### src/rtl/register_file_entry.sv
// One register of the bank: a DATA_WIDTH-bit flop with synchronous clear and load enable.
module register_file_entry #(
    parameter int DATA_WIDTH = 32
) (
    input  logic                  clk,
    input  logic                  rst,
    input  logic                  we,
    input  logic [DATA_WIDTH-1:0] d,
    output logic [DATA_WIDTH-1:0] q
);

    logic [DATA_WIDTH-1:0] q_reg;

    // Reset wins over a load presented on the same edge.
    always_ff @(posedge clk) begin
        if (rst) begin
            q_reg <= '0;
        end else if (we) begin
            q_reg <= d;
        end
    end

    assign q = q_reg;

endmodule

### src/rtl/register_file.sv
// System-bus register bank: single read/write port with a combinational read,
// plus a parallel export of every register for downstream consumers.
module register_file #(
    parameter  int ENTRIES    = 12,
    parameter  int DATA_WIDTH = 32,
    localparam int ADDR_WIDTH = (ENTRIES > 1) ? $clog2(ENTRIES) : 1
) (
    input  logic                  clk,
    input  logic                  rst,
    input  logic                  system_reg_en,
    input  logic                  system_reg_we,
    input  logic [ADDR_WIDTH-1:0] system_reg_addr,
    input  logic [DATA_WIDTH-1:0] system_reg_din,
    output logic [DATA_WIDTH-1:0] system_reg_dout,
    output logic [DATA_WIDTH-1:0] reg_values [ENTRIES]
);

    localparam logic [ADDR_WIDTH:0] ENTRIES_W = (ADDR_WIDTH + 1)'(ENTRIES);

    logic               addr_in_range;
    logic               write_req;
    logic [ENTRIES-1:0] entry_we;

    // Non-power-of-two banks leave unused addresses that must neither write nor read.
    assign addr_in_range = ({1'b0, system_reg_addr} < ENTRIES_W);
    assign write_req     = system_reg_en && system_reg_we && addr_in_range;

    generate
        for (genvar gi = 0; gi < ENTRIES; gi++) begin : g_entry
            assign entry_we[gi] = write_req && (system_reg_addr == ADDR_WIDTH'(gi));

            register_file_entry #(
                .DATA_WIDTH(DATA_WIDTH)
            ) u_entry (
                .clk(clk),
                .rst(rst),
                .we (entry_we[gi]),
                .d  (system_reg_din),
                .q  (reg_values[gi])
            );
        end
    endgenerate

    // Read sees the stored value only; no bypass of same-cycle write data.
    always_comb begin
        system_reg_dout = '0;
        if (system_reg_en && addr_in_range) begin
            system_reg_dout = reg_values[system_reg_addr];
        end
    end

endmodule

### config.mk
export PLATFORM = sky130hd
export DESIGN_NAME = register_file
export DESIGN_NICKNAME = d
export VERILOG_FILES = /design/src/rtl/register_file_entry.sv /design/src/rtl/register_file.sv
export SDC_FILE = /design/constraint.sdc
export NUM_CORES = 1
export LEC_CHECK = 0
export BUFFER_PORTS_ARGS = -buffer_cell sky130_fd_sc_hd__buf_2
export CAP_MARGIN = 20
export CORE_AREA = 3 3 216 218
export CTS_CLUSTER_SIZE = 12
export DETAILED_ROUTE_END_ITERATION = 8
export DIE_AREA = 0 0 219 221
export GPL_ROUTABILITY_DRIVEN = 1
export SKIP_CTS_REPAIR_TIMING = 1
export SLEW_MARGIN = 25
export SYNTH_ARGS = -nofsm -noshare
export SYNTH_HDL_FRONTEND = slang
export SYNTH_SLANG_ARGS = --single-unit
export TNS_END_PERCENT = 1
### constraint.sdc
create_clock -name clk -period 2 [get_ports clk]
set_input_delay 0.1 -clock clk [delete_from_list [all_inputs] [get_ports clk]]
set_output_delay 0.1 -clock clk [all_outputs]
set_load 0.005 [all_outputs]
# [After elaboration in Yosys (flattened, before gate mapping)]
# Index checks and enable logic that the tools add are counted.
[word_totals] regBits=384 in_bits=40 out_inout_bits=416 wordCells=46
[op_classes] magnitude_cmp=2 eq_ne=11 muxes=4 bitwise_logic=1 reduce_logical=16
[ops] op="32-bit binary-select mux with 4-bit select" count=1
[ops] op="32-bit two-way mux" count=3
[ops] op="4-bit by 3-bit equality test with 1-bit output (second input constant)" count=4
[ops] op="4-bit equality test (second input constant)" count=4
[ops] op="1-bit logical AND" count=15
[ops] op="4-bit by 2-bit equality test with 1-bit output (second input constant)" count=2
[ops] op="5-bit greater-or-equal comparator (second input constant)" count=1
[ops] op="4-bit inverter with 5-bit output" count=1
[ops] op="4-bit by 1-bit equality test with 1-bit output (second input constant)" count=1
[ops] op="4-bit logical NOT" count=1
[ops] op="4-bit less-than comparator (second input constant)" count=1

# [Longest topological paths before layout]
[depth] ltp_word=5 depth_mapped=7 mapped_depth_nobuf=3

# [Cells and area by module]
# From an unflattened synthesis, not the netlist that was laid out.
[unflattened] hier_cells=1557 hier_area_um2=17724.5
[by_module_without_submodules] module="register_file_entry" instances=12 cells_per_inst=103 area_each_um2=1163.6 seq_area_each_um2=640.6
[by_module_without_submodules] module="register_file" instances=1 cells_per_inst=321 area_each_um2=3761.1 seq_area_each_um2=0.0

# [Least setup slack after synthesis]
# OpenSTA, ideal clock, no wires.
[synth_timing] kind="input-to-output" from="input system_reg_addr[1]" to="output system_reg_dout[0]" arrival_time_ps=1173 required_time_ps=1900 slack_ps=727 cell_stages=7 path_cell_list="buf_6 > buf_6 > buf_2 > buf_4 > mux4_2 > nand2_1 > o31ai_1"
[synth_between] elab_chain_len=5
[synth_lines] item="start: declaration" line="register_file.sv:12" source="input logic [ADDR_WIDTH-1:0] system_reg_addr,"
[synth_lines] item="4-bit inverter with 5-bit output (not written as such)" line="register_file.sv:48" source="system_reg_dout = reg_values[system_reg_addr];"
[synth_lines] item="32-bit binary-select mux with 4-bit select" line="register_file.sv:48"
[synth_lines] item="32-bit two-way mux (not written as such) (2 in a row)" line="register_file.sv:48"
[synth_lines] item="32-bit two-way mux (*)" line="register_file.sv:47" source="if (system_reg_en && addr_in_range) begin"
[synth_lines] item="end: declaration" line="register_file.sv:14" source="output logic [DATA_WIDTH-1:0] system_reg_dout,"
# Mark *: on every way between the ends. The rest lies on a longest branch, timed or not. The select of a mux whose other input is x is not followed.

# [Worst setup path after layout]
[layout_timing] from="register g_entry[7].u_entry.q_reg[18]" to="output system_reg_dout[18]"
[layout_between] elab_chain_len=4
[layout_lines] item="start: declaration" line="register_file_entry.sv:12" source="logic [DATA_WIDTH-1:0] q_reg;"
[layout_lines] item="start signal: assignment" line="register_file_entry.sv:17" source="q_reg <= '0;"
[layout_lines] item="start signal: assignment" line="register_file_entry.sv:19" source="q_reg <= d;"
[layout_lines] item="32-bit binary-select mux with 4-bit select" line="register_file.sv:48"
[layout_lines] item="32-bit two-way mux (not written as such) (2 in a row)" line="register_file.sv:48"
[layout_lines] item="32-bit two-way mux" line="register_file.sv:47"
# Every way passes these cells. The select of a mux whose other input is x is not followed.

==> impl_metrics.env <==
export IMPL_power_density_nw_per_um2=771
export IMPL_start_util=0.398
export IMPL_period_minus_slack_ns=1.98
export IMPL_postSynthAreaPerCell_um2=8.55
export IMPL_area_growth_pct=24.6
export IMPL_postPlaceCellArea_um2=20600
export IMPL_clk_latency_ns=0.56
export IMPL_ys_seq_area_frac=0.429
export IMPL_cts_root_buf="clkbuf_16"
export IMPL_grt_max_degree=83
export IMPL_synth_top_cell_by_area="dfxtp_1"
export IMPL_cp_data_required_time_ns=1.90
export IMPL_final_setup_tns_ns=0
export IMPL_hpwl_mm=53.9
export IMPL_p_int_w=0.0128
export IMPL_critPathLaunchType="flop"
export IMPL_track_usage=0.315
export IMPL_synthArstFlopShare=0
export IMPL_fin_util=0.496
export IMPL_post_route_period_util=0.992
export IMPL_path_class="reg -> out"
export IMPL_core_area_um2=45100
export IMPL_combPwrFrac=0.093
export IMPL_yosys_warnings=0
export IMPL_cts_buffers=43
export IMPL_drc=0
export IMPL_synth_edf_count=0
export IMPL_min_path_type="in -> reg"
export IMPL_seqPwrFrac=0.450
export IMPL_power_leakage_nw=8.73
export IMPL_max_stage_delay_ns=0.50
export IMPL_drt_iter0_drc=2426
export IMPL_max_freq_mhz=504
export IMPL_gp_congestion=0.945
export IMPL_routedWlPerCell_um=26.4
export IMPL_gr_total_overflow=0
export IMPL_vias=18800
export IMPL_ir_worst_vdd_v=0.000448
export IMPL_syn_cell_area_um2=17900
export IMPL_slew_viol_final=0
export IMPL_p_sw_w=0.00440
export IMPL_largest_register_ffs=384
export IMPL_cts_tree="built"
export IMPL_finalHoldViolCount=0
export IMPL_timing_final_ws_setup_ns=0.0168
export IMPL_via_per_inst=6.16
export IMPL_rows=78
export IMPL_yosysUniqueCellTypes=29
export IMPL_clkTransAtPathRegs_ns=0.06
export IMPL_skew_ns=0
export IMPL_antenna_found_initial=3
export IMPL_ys_flop_type="dfxtp_1"
export IMPL_p_sw_frac=0.255
export IMPL_regToRegSetupSlack_ns=0.78
export IMPL_fin_area_um2=22400
export IMPL_die_area_um2=48400
export IMPL_portBuffers=455
export IMPL_fp_dieW_um=219
export IMPL_outcome="finished clean"
export IMPL_drt_total_wl_mm=80.3
export IMPL_ant_nets=0
export IMPL_arrival_ns=1.88
export IMPL_clock_sinks=384
export IMPL_die_h_um=221
export IMPL_first_pass_iters=6
export IMPL_relSlewSlack=0.478
export IMPL_clockPowerShare=0.457
export IMPL_tightest_slew_ns=0.783
export IMPL_synth_seq_cells=384
export IMPL_synth_nets=2137
export IMPL_synth_area_leaders="dfxtp_1 43%, a21oi_1 11%, nand3_1 11%, o21ai_0 10%, mux4_2 8.0%"
export IMPL_end_kind="output port"
export IMPL_instances_no_fill=3045
export IMPL_final_setup_viol_count=0
export IMPL_cts_buffer_depth=3
export IMPL_cp_cell_sequence="mux4_2 > nand2_2 > o31ai_1 > buf_4 > buf_2"
export IMPL_synth_cells=2097
export IMPL_grt_pass1_vias=16900
export IMPL_htreeDepth=2
export IMPL_slowest_stage="mux4_2"
export IMPL_nNetsFinal=2456
export IMPL_critPathMaxFanout=3
export IMPL_rsz0062_at_grt="true"
export IMPL_maxCapViolations=0
export IMPL_synth_top_area_share=0.429
export IMPL_ios=456
export IMPL_placed_cells=2937
export IMPL_synth_common_cells="384 x a21oi_1, 384 x dfxtp_1, 384 x nand3_1"
export IMPL_preCtsSetupSlack_ns=0.0604
export IMPL_grt_pass1_wl_mm=117
export IMPL_drive_gt1_frac=0.302
[logic make-up after synthesis]
kind of cell	Yosys count	synth area share
AND/OR/NAND/NOR	468	0.134
buffers and inverters	285	0.0780
AO/OA/AOI/OAI	832	0.239
multiplexers	128	0.121
flip-flops	384	0.429
[metrics by stage]
step,hold slack (ns),power [W]
3_5_place_dp,0.478,0.00944
5_1_grt,0.180,0.0177
3_3_place_gp,0.470,0.00943
2_1_floorplan,0.248,0.00880
4_1_cts,-0.0984,0.0173
6_report,0.177,0.0172
[worst paths after layout]
kind,from,endpoint,cells after the start
min reg2reg,g_entry[7].u_entry.q[26],g_entry[7].u_entry.q[26],2
max,g_entry[7].u_entry.q[18],system_reg_dout[18],5
max reg2reg,g_entry[9].u_entry.q[27],g_entry[9].u_entry.q[27],3
min,system_reg_we,g_entry[3].u_entry.q[19],4
[placed cells by master (no fill, tap or decap), drive strengths merged, types with 2 or more instances in the layout]
master,netlist,layout
a21oi,384,384
dlygate4sd3,0,34
nand2,33,33
dfxtp,384,384
nand2b,4,4
diode,0,3
or2,2,2
clkinv,0,5
inv,0,3
mux4,64,64
bufinv,0,4
o22ai,32,32
mux2,64,64
buf,139,524
nand3,384,384
and4b,2,2
clkbuf,146,60
o21ai,384,384
o31ai,32,32
nand4b,2,2
nor2b,34,34
[final cells by class]
type / instances / area [µm²]
diodes: 3 / 7.51
clock buffers: 59 / 1190
clock inverters: 12 / 171
fillers: 4323 / 22700
multi-input cells: 1428 / 8930
flip-flops and latches: 384 / 7690
well taps: 600 / 751
repair buffers: 559 / 3610
[power by group through the flow]
stage | sequential [W] | combinational, W | clock (W)
final | 0.00776 | 0.00161 | 0.00788
after global routing | 0.00776 | 0.00168 | 0.00829
after CTS | 0.00776 | 0.00152 | 0.00800
after detailed placement | 0.00793 | 0.00152 | 0
after global placement | 0.00792 | 0.00151 | 0
after floorplan | 0.00791 | 0.000888 | 0
[routing by layer]
layer | track usage | up-vias | wire length [µm]
met5 | 0 | - | 0
met4 | 0.0912 | 0 | 2180
met3 | 0.0692 | 113 | 8020
met2 | 0.453 | 1035 | 35100
met1 | 0.470 | 9331 | 35000
li1 | - | 8289 | -
[worst max-delay path, delay by kind of cell, from the launching register on]
kind / cells / cell delay, ns
flip-flops: 1 / 0.33
AO/OA/AOI/OAI: 1 / 0.08
multiplexers: 1 / 0.50
buffers and inverters: 2 / 0.28
AND/OR/NAND/NOR: 1 / 0.13
(Power assumes the default switching activity.)
